==> src/rtl/ioctl_bios_loader.sv <==
// ioctl download receiver: queues HPS image bytes and writes them into SRAM at the BIOS window.
// Define IOCTL_BIOS_CHECKSUM_EN to add a mod-256 checksum output of all bytes written.
module ioctl_bios_loader #(
  parameter int                ADDR_W     = 21,
  parameter int                BIOS_INDEX = 0,
  parameter logic [ADDR_W-1:0] BIOS_BASE  = 21'h1F0000,
  parameter int                BIOS_SIZE  = 65536,
  parameter int                FIFO_DEPTH = 4
) (
  input  logic              clk_sys,
  input  logic              reset_n,
  input  logic              ioctl_download,
  input  logic [15:0]       ioctl_index,
  input  logic              ioctl_wr,
  input  logic [24:0]       ioctl_addr,
  input  logic [7:0]        ioctl_dout,
  output logic              ioctl_wait,
  output logic              mem_req,
  output logic [ADDR_W-1:0] mem_addr,
  output logic [7:0]        mem_dout,
  input  logic              mem_ack,
  output logic              loading,
  output logic              bios_loaded,
  output logic              overflow
`ifdef IOCTL_BIOS_CHECKSUM_EN
  ,
  output logic [7:0]        checksum
`endif
);

  // state | meaning
  // IDLE  | waiting for a rising edge of sel
  // RECV  | download active, bytes pushed into the FIFO
  // DRAIN | download ended, FIFO and outstanding write still emptying
  // DONE  | image complete, flags updated on the way back to IDLE

  localparam int OFF_W   = $clog2(BIOS_SIZE);
  localparam int PTR_W   = $clog2(FIFO_DEPTH);
  localparam int CNT_W   = PTR_W + 1;
  localparam int ENTRY_W = OFF_W + 8;

  typedef enum logic [1:0] {ST_IDLE, ST_RECV, ST_DRAIN, ST_DONE} state_t;

  state_t state, state_next;

  logic               sel, sel_q, sel_rise;
  logic               enter_recv, finish;
  logic               push_req, in_range, fifo_full, push, drop, pop;
  logic [CNT_W-1:0]   fifo_cnt, cnt_next;
  logic [PTR_W-1:0]   wr_ptr, rd_ptr;
  logic [ENTRY_W-1:0] fifo_mem [FIFO_DEPTH];
  logic [ENTRY_W-1:0] pop_entry;
  logic               wait_next;
  logic               index_unused;

  assign index_unused = ^ioctl_index[15:6];

  assign sel      = ioctl_download && (ioctl_index[5:0] == 6'(BIOS_INDEX));
  assign sel_rise = sel && !sel_q;

  always_ff @(posedge clk_sys or negedge reset_n) begin
    if (!reset_n) state <= ST_IDLE;
    else          state <= state_next;
  end

  always_comb begin
    state_next = state;
    enter_recv = 1'b0;
    finish     = 1'b0;
    case (state)
      ST_IDLE: begin
        if (sel_rise) begin
          state_next = ST_RECV;
          enter_recv = 1'b1;
        end
      end
      ST_RECV:  if (!sel) state_next = ST_DRAIN;
      ST_DRAIN: if (fifo_cnt == '0 && !mem_req) state_next = ST_DONE;
      ST_DONE: begin
        state_next = ST_IDLE;
        finish     = 1'b1;
      end
      default: state_next = ST_IDLE;
    endcase
  end

  // Strobes still count on the cycle sel falls, since state is RECV until the next edge.
  assign push_req  = (state == ST_RECV) && ioctl_wr;
  assign in_range  = 32'(ioctl_addr) < 32'(BIOS_SIZE);
  assign fifo_full = (fifo_cnt == CNT_W'(FIFO_DEPTH));
  assign push      = push_req && in_range && !fifo_full;
  assign drop      = push_req && !push;
  assign pop       = !mem_req && (fifo_cnt != '0) && !enter_recv;
  assign pop_entry = fifo_mem[rd_ptr];

  always_comb begin
    cnt_next = fifo_cnt;
    if (enter_recv)       cnt_next = '0;
    else if (push && !pop) cnt_next = fifo_cnt + CNT_W'(1);
    else if (pop && !push) cnt_next = fifo_cnt - CNT_W'(1);
  end

  assign wait_next = ((state_next == ST_RECV) || (state_next == ST_DRAIN)) &&
                     (cnt_next >= CNT_W'(FIFO_DEPTH - 1));

  always_ff @(posedge clk_sys) begin
    if (push) fifo_mem[wr_ptr] <= {ioctl_addr[OFF_W-1:0], ioctl_dout};
  end

  always_ff @(posedge clk_sys or negedge reset_n) begin
    if (!reset_n) begin
      sel_q       <= 1'b0;
      fifo_cnt    <= '0;
      wr_ptr      <= '0;
      rd_ptr      <= '0;
      ioctl_wait  <= 1'b0;
      mem_req     <= 1'b0;
      mem_addr    <= '0;
      mem_dout    <= '0;
      loading     <= 1'b0;
      bios_loaded <= 1'b0;
      overflow    <= 1'b0;
    end else begin
      sel_q      <= sel;
      fifo_cnt   <= cnt_next;
      ioctl_wait <= wait_next;
      if (enter_recv) begin
        wr_ptr      <= '0;
        rd_ptr      <= '0;
        loading     <= 1'b1;
        bios_loaded <= 1'b0;
        overflow    <= 1'b0;
      end else begin
        if (push) wr_ptr <= wr_ptr + PTR_W'(1);
        if (pop)  rd_ptr <= rd_ptr + PTR_W'(1);
        if (drop) overflow <= 1'b1;
      end
      if (finish) begin
        loading     <= 1'b0;
        bios_loaded <= 1'b1;
      end
      // One write in flight; the next pop waits for the cycle after mem_ack.
      if (mem_req && mem_ack) begin
        mem_req <= 1'b0;
      end else if (pop) begin
        mem_req  <= 1'b1;
        mem_addr <= BIOS_BASE + ADDR_W'(pop_entry[ENTRY_W-1:8]);
        mem_dout <= pop_entry[7:0];
      end
    end
  end

`ifdef IOCTL_BIOS_CHECKSUM_EN
  always_ff @(posedge clk_sys or negedge reset_n) begin
    if (!reset_n)                checksum <= '0;
    else if (enter_recv)         checksum <= '0;
    else if (mem_req && mem_ack) checksum <= checksum + mem_dout;
  end
`endif

endmodule

==> config.mk <==
export PLATFORM = sky130hd
export DESIGN_NAME = ioctl_bios_loader
export DESIGN_NICKNAME = d
export VERILOG_FILES = /design/src/rtl/ioctl_bios_loader.sv
export SDC_FILE = /design/constraint.sdc
export NUM_CORES = 1
export LEC_CHECK = 0
export BUFFER_PORTS_ARGS = -buffer_cell sky130_fd_sc_hd__buf_4
export CORE_MARGIN = 3
export CORE_UTILIZATION = 35
export CTS_CLUSTER_DIAMETER = 200
export DETAILED_ROUTE_END_ITERATION = 8
export GPL_ROUTABILITY_DRIVEN = 0
export PLACE_DENSITY = 0.62
export REMOVE_ABC_BUFFERS = 1
export SETUP_SLACK_MARGIN = 0.5
export SYNTH_ARGS = -nofsm -noshare
export SYNTH_HDL_FRONTEND = slang
export SYNTH_SLANG_ARGS = --single-unit
==> constraint.sdc <==
create_clock -name clk_sys -period 3.3 [get_ports clk_sys]
set_clock_uncertainty 0.2 [all_clocks]
set_input_delay 0.33 -clock clk_sys [delete_from_list [all_inputs] [get_ports clk_sys]]
set_output_delay 0.33 -clock clk_sys [all_outputs]
set_load 0.03 [all_outputs]
# Word level (Yosys, flattened, before mapping)
# Memory sizes are Yosys's and may differ from the RTL's.
# Cells that the tools add are included.
[totals]
ff_bits = 44
ram_bits = 96
inputBits = 54
output_inout_bits = 34
elab_cells = 81
mem_count = 1
[classes]
addsub = 5
order_cmp = 2
n_eq_ne = 6
muxes = 24
bitwise = 1
n_reduce_logical = 30
[memory_table]
columns = ["memory", "depth", "word_bits", "rd", "rd_clocked_by_memory_dff", "write_ports", "line_no", "source"]
rows = [
  ["fifo_mem", 4, 24, 1, 0, 1, "51", "logic [ENTRY_W-1:0] fifo_mem [FIFO_DEPTH];"],
]
[ops]
columns = ["cell", "count"]
rows = [
  ["25-bit by 17-bit less-than comparator with 1-bit output, second input constant", 1],
  ["17-bit by 17-bit adder with 18-bit output, first input constant", 1],
  ["2-bit 2-to-1 mux", 7],
  ["1-bit logical AND", 13],
  ["1-bit 2-to-1 mux", 13],
  ["2-bit nonzero test", 5],
  ["3-bit 2-to-1 mux", 3],
  ["2-bit one-hot mux with 4 select lines", 1],
  ["2-bit equality test, second input constant", 3],
  ["1-bit logical NOT", 6],
  ["6-bit logical NOT", 1],
  ["2-bit by 1-bit adder with 2-bit output, second input constant", 2],
  ["2-bit by 1-bit equality test with 1-bit output, second input constant", 2],
  ["3-bit by 1-bit adder with 3-bit output, second input constant", 1],
  ["3-bit equality test, second input constant", 1],
  ["3-bit by 2-bit greater-or-equal comparator with 1-bit output, second input constant", 1],
  ["3-bit logical NOT", 1],
  ["3-bit nonzero test", 1],
  ["3-bit by 1-bit subtractor with 3-bit output, second input constant", 1],
  ["2-bit logical NOT", 1],
  ["2-bit AND reduction", 1],
  ["1-bit logical OR", 1],
  ["1-bit inverter", 1],
]

# Longest topological paths before layout
# Gate-level depths: netlist of run 1.
[depth]
word_depth = 13
mapped_depth = 9
depth_no_buf = 7

# Worst setup path before layout of run 1
# No wires, ideal clock.
[synth_timing]
path_kind = "flip-flop to flip-flop"
start = "reg fifo_cnt[0]"
end = "mem fifo_mem[0][0] (netlist bit), enable pin"
setup_time_ns = 0.383
arrival_time_ns = 2.004
path_slack_ns = 0.713
stages_incl_launch_ff = 8
n_path_buf = 2
synth_period_minus_slack_ns = 2.587
cell_sequence = "dfrtp_1 > inv_1 > ha_1 > a211oi_1 > and4_1 > buf_6 > buf_2 > and2_1"
[synth_between]
elab_chain_cells = 5
[synth_lines]
columns = ["item", "line_no", "source"]
rows = [
  ["start, declared", "49", "logic [CNT_W-1:0] fifo_cnt, cnt_next;"],
  ["start signal, assigned", "125", "fifo_cnt <= cnt_next;"],
  ["3-bit equality test", "90", "assign fifo_full = (fifo_cnt == CNT_W'(FIFO_DEPTH));"],
  ["1-bit logical NOT", "91", "assign push = push_req && in_range && !fifo_full;"],
  ["1-bit logical AND", "91", ""],
  ["1-bit 2-to-1 mux", "107", "if (push) fifo_mem[wr_ptr] <= {ioctl_addr[OFF_W-1:0], ioctl_dout};"],
  ["1-bit 2-to-1 mux (not written as such)", "107", ""],
  ["end, declared", "51", ""],
]
# Every way passes these cells.

# Worst setup path after layout of run 1
[layout_timing]
start = "reg fifo_cnt[1]"
end = "mem fifo_mem[3][8] (netlist bit), enable pin"
# The elaborated chain is that of the path after synthesis.

==> qor.yml, run 1 <==
fmax_mhz: 394
tightest_slew_ns: 0.590
async_flop_share_pct: 29.4
crit_path_max_incr_delay_ns: 0.48
worstPathArrival_ns: 2.40
r2r_start: "fifo_cnt[1]$_DFF_PN0_"
netlist_area_sq_um: 5330
grt_max_degree: 41
io_pins: 88
slew_violations: 0
cts_tree: "yes"
powerDensity_nw_per_um2: 863
reg2reg_slack_ns: 0.76
avgSynthCellArea_sq_um: 19.1
syn_to_final_growth_pct: 31.4
synth.yosys.seq_area_share_pct: 72.8
die_y_microns: 129
cts.sinks: 136
finalWirelength_microns: 10000
run_status: "complete, no violations"
hp-class: "input pin to register"
clockBufferDepth: 2
drive_above_1_share_pct: 42.6
worstPathMaxFanout: 24
first_iter_violations: 105
hpwl_microns: 6130
hold_violations: 0
post-route-period-util_pct: 76.9
worstSkewPairLatency_ns: 0.41
ys.flop_type: "edfxtp_1"
worstSetupPathType: "register to register"
yosysWarnings: 0
cts_max_level: 4
min_period_ns: 2.54
core_sq_um: 14700
synth_edf_count: 96
grt_pass1_vias: 3065
path_delay_family: "simple AND/OR/NAND/NOR gates"
post-place-ws_ns: 0.603
path_clk_slew_ns: 0.06
crit_required_ns: 3.16
maxSlewHeadroom_pct: 60.7
cts_buffers: 17
final_core_util_pct: 47.7
r2r_end: "fifo_mem[3][8]$_DFFE_PP_"
max_cap_viol_count: 0
crit_path_start_kind: "register"
crit_slowest_cell: "and4_2"
row_count: 44
fin_nets: 456
drc: 0
synth.most_common_cell: "edfxtp_1"
worst_slack_ns: 0.763
drt_first_pass_iters: 4
finalSetupViolCount: 0
yosysTopAreaCellShare_pct: 54.0
synth.distinct_cells: 39
p_leak_nw: 2.65
die_area_sq_um: 16800
worst-path-buf-inv: 2
vdd_drop_max_mv: 0.440
vias: 2844
min_from: "ioctl_download"
syn_inst: 279
grt_usage_pct: 13.0
fill_cells: 1238
antenna_cells: 0
crit_chain: "inv_1 -> ha_1 -> a211oi_1 -> and4_2 -> and2_1 -> buf_4"
reg2reg_depth: 6
tns_ns: 0
viasPerCell: 4.80
synthTopCellsByCount: "edfxtp_1, dfrtp_1, mux2_2, mux4_2"
yosysTopAreaCell: "edfxtp_1"
whs_endpoint: "sel_q$_DFF_PN0_"
die_width_microns: 129
synth-seq-cells: 136
ctsRootBufferMaster: "clkbuf_16"
netlist_top_cells_area: "edfxtp_1, dfrtp_1, mux4_2, mux2_2, ha_1"
cts_setup_buffers: 0
rsz0062_at_grt: "false"
whs_path_depth: 2
port_buffers: 77
antenna_found_initial: 0
ant_nets: 0
end_kind: "register"
globalRouteOverflowTotal: 0
avgRoutedWirePerCell_microns: 17.0
start_util_pct: 36.3
grt_pass1_wl_microns: 15900
report_power, final:
| group | switching, W | internal, W | leakage [nW] | total (W) |
|---|---|---|---|---|
| registers | 0.000185 | 0.00206 | 1.34 | 0.00225 |
| logic | 0.000938 | 0.000934 | 1.01 | 0.00187 |
| clock network | 0.000667 | 0.00126 | 0.298 | 0.00193 |
registers in the layout, indices dropped and copies added (netlist names):
name and count:
overflow 1, rd_ptr 2, loading 1, bios_loaded 1, mem_req 1, fifo_cnt 3, mem_dout 8, mem_addr 17
state 2, sel_q 1, wr_ptr 2, ioctl_wait 1, fifo_mem 96
how the worst max path moves through the flow:
stage,to,start,slack (ns),cells past startpoint
2_1_floorplan,fifo_mem[0][0]$_DFFE_PP_,fifo_cnt[0]$_DFF_PN0_,0.71,5
3_3_place_gp,fifo_mem[3][13]$_DFFE_PP_,fifo_cnt[0]$_DFF_PN0_,0.68,6
3_5_place_dp,fifo_mem[3][6]$_DFFE_PP_,fifo_cnt[1]$_DFF_PN0_,0.60,6
4_1_cts,fifo_mem[3][8]$_DFFE_PP_,fifo_cnt[1]$_DFF_PN0_,0.61,6
5_1_grt,fifo_mem[3][14]$_DFFE_PP_,fifo_cnt[0]$_DFF_PN0_,0.59,6
6_report,fifo_mem[3][8]$_DFFE_PP_,fifo_cnt[1]$_DFF_PN0_,0.76,6
cells by family after synthesis:
group           synth area share (%)
xor+xnor                       0.821
buf+inv                         2.60
compound gates                  2.37
mux                             15.2
fa+ha+maj                       1.64
simple gates                    4.55
flops                           72.8
stage by stage:
step	power, W	instance area (sq um)	std cells	hold WS [ns]
6_report	0.00605	7010	592	0.0254
3_3_place_gp	0.00414	6130	534	0.186
2_1_floorplan	0.00349	5220	263	-0.166
4_1_cts	0.00615	7010	592	0.00362
5_1_grt	0.00637	7010	592	0.0152
3_5_place_dp	0.00417	6130	534	0.192
timing repair:
item,in CTS,in global routing
setup endpoints to repair,0,49
resized for setup,0,1
hold buffers,26,0
endpoints found under the hold margin,137,0
metal layers:
metal	track usage, %	vias to the layer above	wire [microns]
met1	16.1	1431	4380
met5	0	-	0
met2	21.2	86	5000
li1	-	1315	-
met3	4.74	12	519
met4	4.83	0	135
layout make-up:
class | instances | area, sq um | share of cell area, %
sequential | 136 | 3880 | 55.4
multi-input combinational | 120 | 1320 | 18.8
inverter | 7 | 26.3 | 0.375
clock inverter | 12 | 178 | 2.53
timing repair buffer | 113 | 938 | 13.4
clock buffer | 20 | 437 | 6.23
tap | 184 | 230 | 3.28
placed cells by master (no fill, tap or decap), drive strengths merged, types with 8 or more instances in the layout:
cell type	count
edfxtp	96
nand2	8
mux2	24
clkbuf	20
dlygate4sd3	26
dfrtp	40
buf	87
nor2	8
mux4	24
(Power assumes the default switching activity.)
==> run 2, diff against run 1 <==
--- a/config.mk
+++ b/config.mk
@@ -11,7 +11,7 @@
 export CTS_CLUSTER_DIAMETER = 200
 export DETAILED_ROUTE_END_ITERATION = 8
 export GPL_ROUTABILITY_DRIVEN = 0
-export PLACE_DENSITY = 0.62
+export PLACE_DENSITY = 0.64
 export REMOVE_ABC_BUFFERS = 1
 export SETUP_SLACK_MARGIN = 0.5
 export SYNTH_ARGS = -nofsm -noshare
==> constraint.sdc (replaced) <==
create_clock -name clk_sys -period 2.15 [get_ports clk_sys]
set_clock_uncertainty 0.2 [all_clocks]
set_input_delay 0.215 -clock clk_sys [delete_from_list [all_inputs] [get_ports clk_sys]]
set_output_delay 0.215 -clock clk_sys [all_outputs]
set_load 0.03 [all_outputs]
==> qor.yml, run 2 (synthesis results as in run 1) <==
run_status: "complete, no violations"
io_pins: 88
multiInputGateArea_sq_um: 1530
reg2reg_depth: 10
regArea_sq_um: 3880
syn_to_final_growth_pct: 48.1
port_buffers: 77
antenna_cells: 0
avgRoutedWirePerCell_microns: 18.8
post-route-period-util_pct: 99.4
worstSetupPathType: "register to register"
worstPathArrival_ns: 2.23
ctsRootBufferMaster: "clkbuf_16"
tightest_slew_ns: 0.598
ant_nets: 0
finalWirelength_microns: 11900
antenna_found_initial: 0
die_area_sq_um: 16800
largest_reg_flops: 96
hold_slack_ns: 0.0379
hp-class: "input pin to register"
powerDensity_nw_per_um2: 1360
grt_pass1_vias: 3242
hold_violations: 0
globalRouteOverflowTotal: 0
finalSetupViolCount: 0
core_sq_um: 14700
cts.sinks: 136
viasPerCell: 4.86
power.total_w: 0.0107
rsz0062_at_grt: "true"
crit_path_start_kind: "register"
largestRegisters: "fifo_mem (96), mem_addr (17), mem_dout (8)"
layout_common_cells: "edfxtp_1, buf_4, dfrtp_1"
vias: 3072
crit_required_ns: 2.24
worstPathMaxFanout: 8
fmax_mhz: 468
grt_max_degree: 41
first_iter_violations: 101
path_clk_slew_ns: 0.06
whs_path_depth: 5
cts_max_level: 4
maxSlewHeadroom_pct: 60.2
regMostFlops: "fifo_mem"
layout_commonest_cell: "edfxtp_1"
p_leak_nw: 3.09
hpwl_microns: 6550
drt_first_pass_iters: 4
instances_no_fill: 632
start_util_pct: 36.3
end_kind: "register"
row_count: 44
tns_ns: 0
cts_tree: "yes"
min_period_ns: 2.14
vdd_drop_max_mv: 0.747
dp.cells: 548
die_width_microns: 129
clockBufferDepth: 2
die_y_microns: 129
max_cap_viol_count: 0
grt_pass1_wl_microns: 18300
grt_usage_pct: 14.8
worstSkewPairLatency_ns: 0.42
drc: 0
fin_nets: 496
cts_buffers: 17
drive_above_1_share_pct: 51.6
slew_violations: 0
fill_cells: 1141
-- run 2: path summary, 6_finish.rpt --
path,end,slack (ns),from
worst max-delay path,ioctl_wait$_DFF_PN0_,0.01,fifo_cnt[0]$_DFF_PN0_
worst min-delay path,overflow$_DFFE_PN0P_,0.04,ioctl_addr[20]
worst max register to register,ioctl_wait$_DFF_PN0_,0.01,fifo_cnt[0]$_DFF_PN0_
worst min register to register,loading$_DFFE_PN0P_,0.30,loading$_DFFE_PN0P_
max in group asynchronous,rd_ptr[0]$_DFFE_PN0P_,1.15,reset_n
min in group asynchronous,mem_dout[2]$_DFFE_PN0P_,0.16,reset_n
-- run 2: worst max-delay path, stage by stage, from the launching register on --
cell	delay (ns)
dfrtp_1	0.36
inv_2	0.06
ha_4	0.17
a211oi_4	0.21
and4_4	0.25
buf_6	0.10
buf_12	0.11
nor4b_4	0.05
a311oi_2	0.26
buf_4	0.18
o32ai_4	0.07
-- run 2: final cells by class --
class                      instances  area share [%]
clock inverter                    13            2.23
clock buffer                      19            5.48
multi-input combinational        120            19.4
tap                              184            2.92
timing repair buffer             153            20.4
sequential                       136            49.2
inverter                           7           0.333
-- run 2: timing repair --
item	CTS	global route
endpoints found under the hold margin	139	0
gates resized for setup	57	16
endpoints found under the setup margin	129	129
gates cloned	8	1
pin swaps	17	13
hold buffers	28	0
setup buffers	10	5
-- run 2: metrics by stage --
stage          utilization (%)  worst slack (ns)  instance area [sq um]
2_1_floorplan                -            -0.439                   5220
3_3_place_gp              43.2           0.00570                   6340
3_5_place_dp              43.2           -0.0215                   6340
4_1_cts                   52.6            0.0140                   7730
5_1_grt                   53.7           -0.0859                   7900
6_report                  53.7            0.0129                   7900
-- run 2: per-layer routing --
layer  part of all wire (%)  track usage, %
met4                    2.1            5.68
met2                     50            23.5
met3                    4.4            3.92
met5                      0               0
met1                     44            19.8
-- run 2: power by group --
part | internal, W | total (W) | switching (W)
registers | 0.00317 | 0.00341 | 0.000245
clock network | 0.00193 | 0.00298 | 0.00105
logic | 0.00240 | 0.00433 | 0.00193
total | 0.00750 | 0.0107 | 0.00323
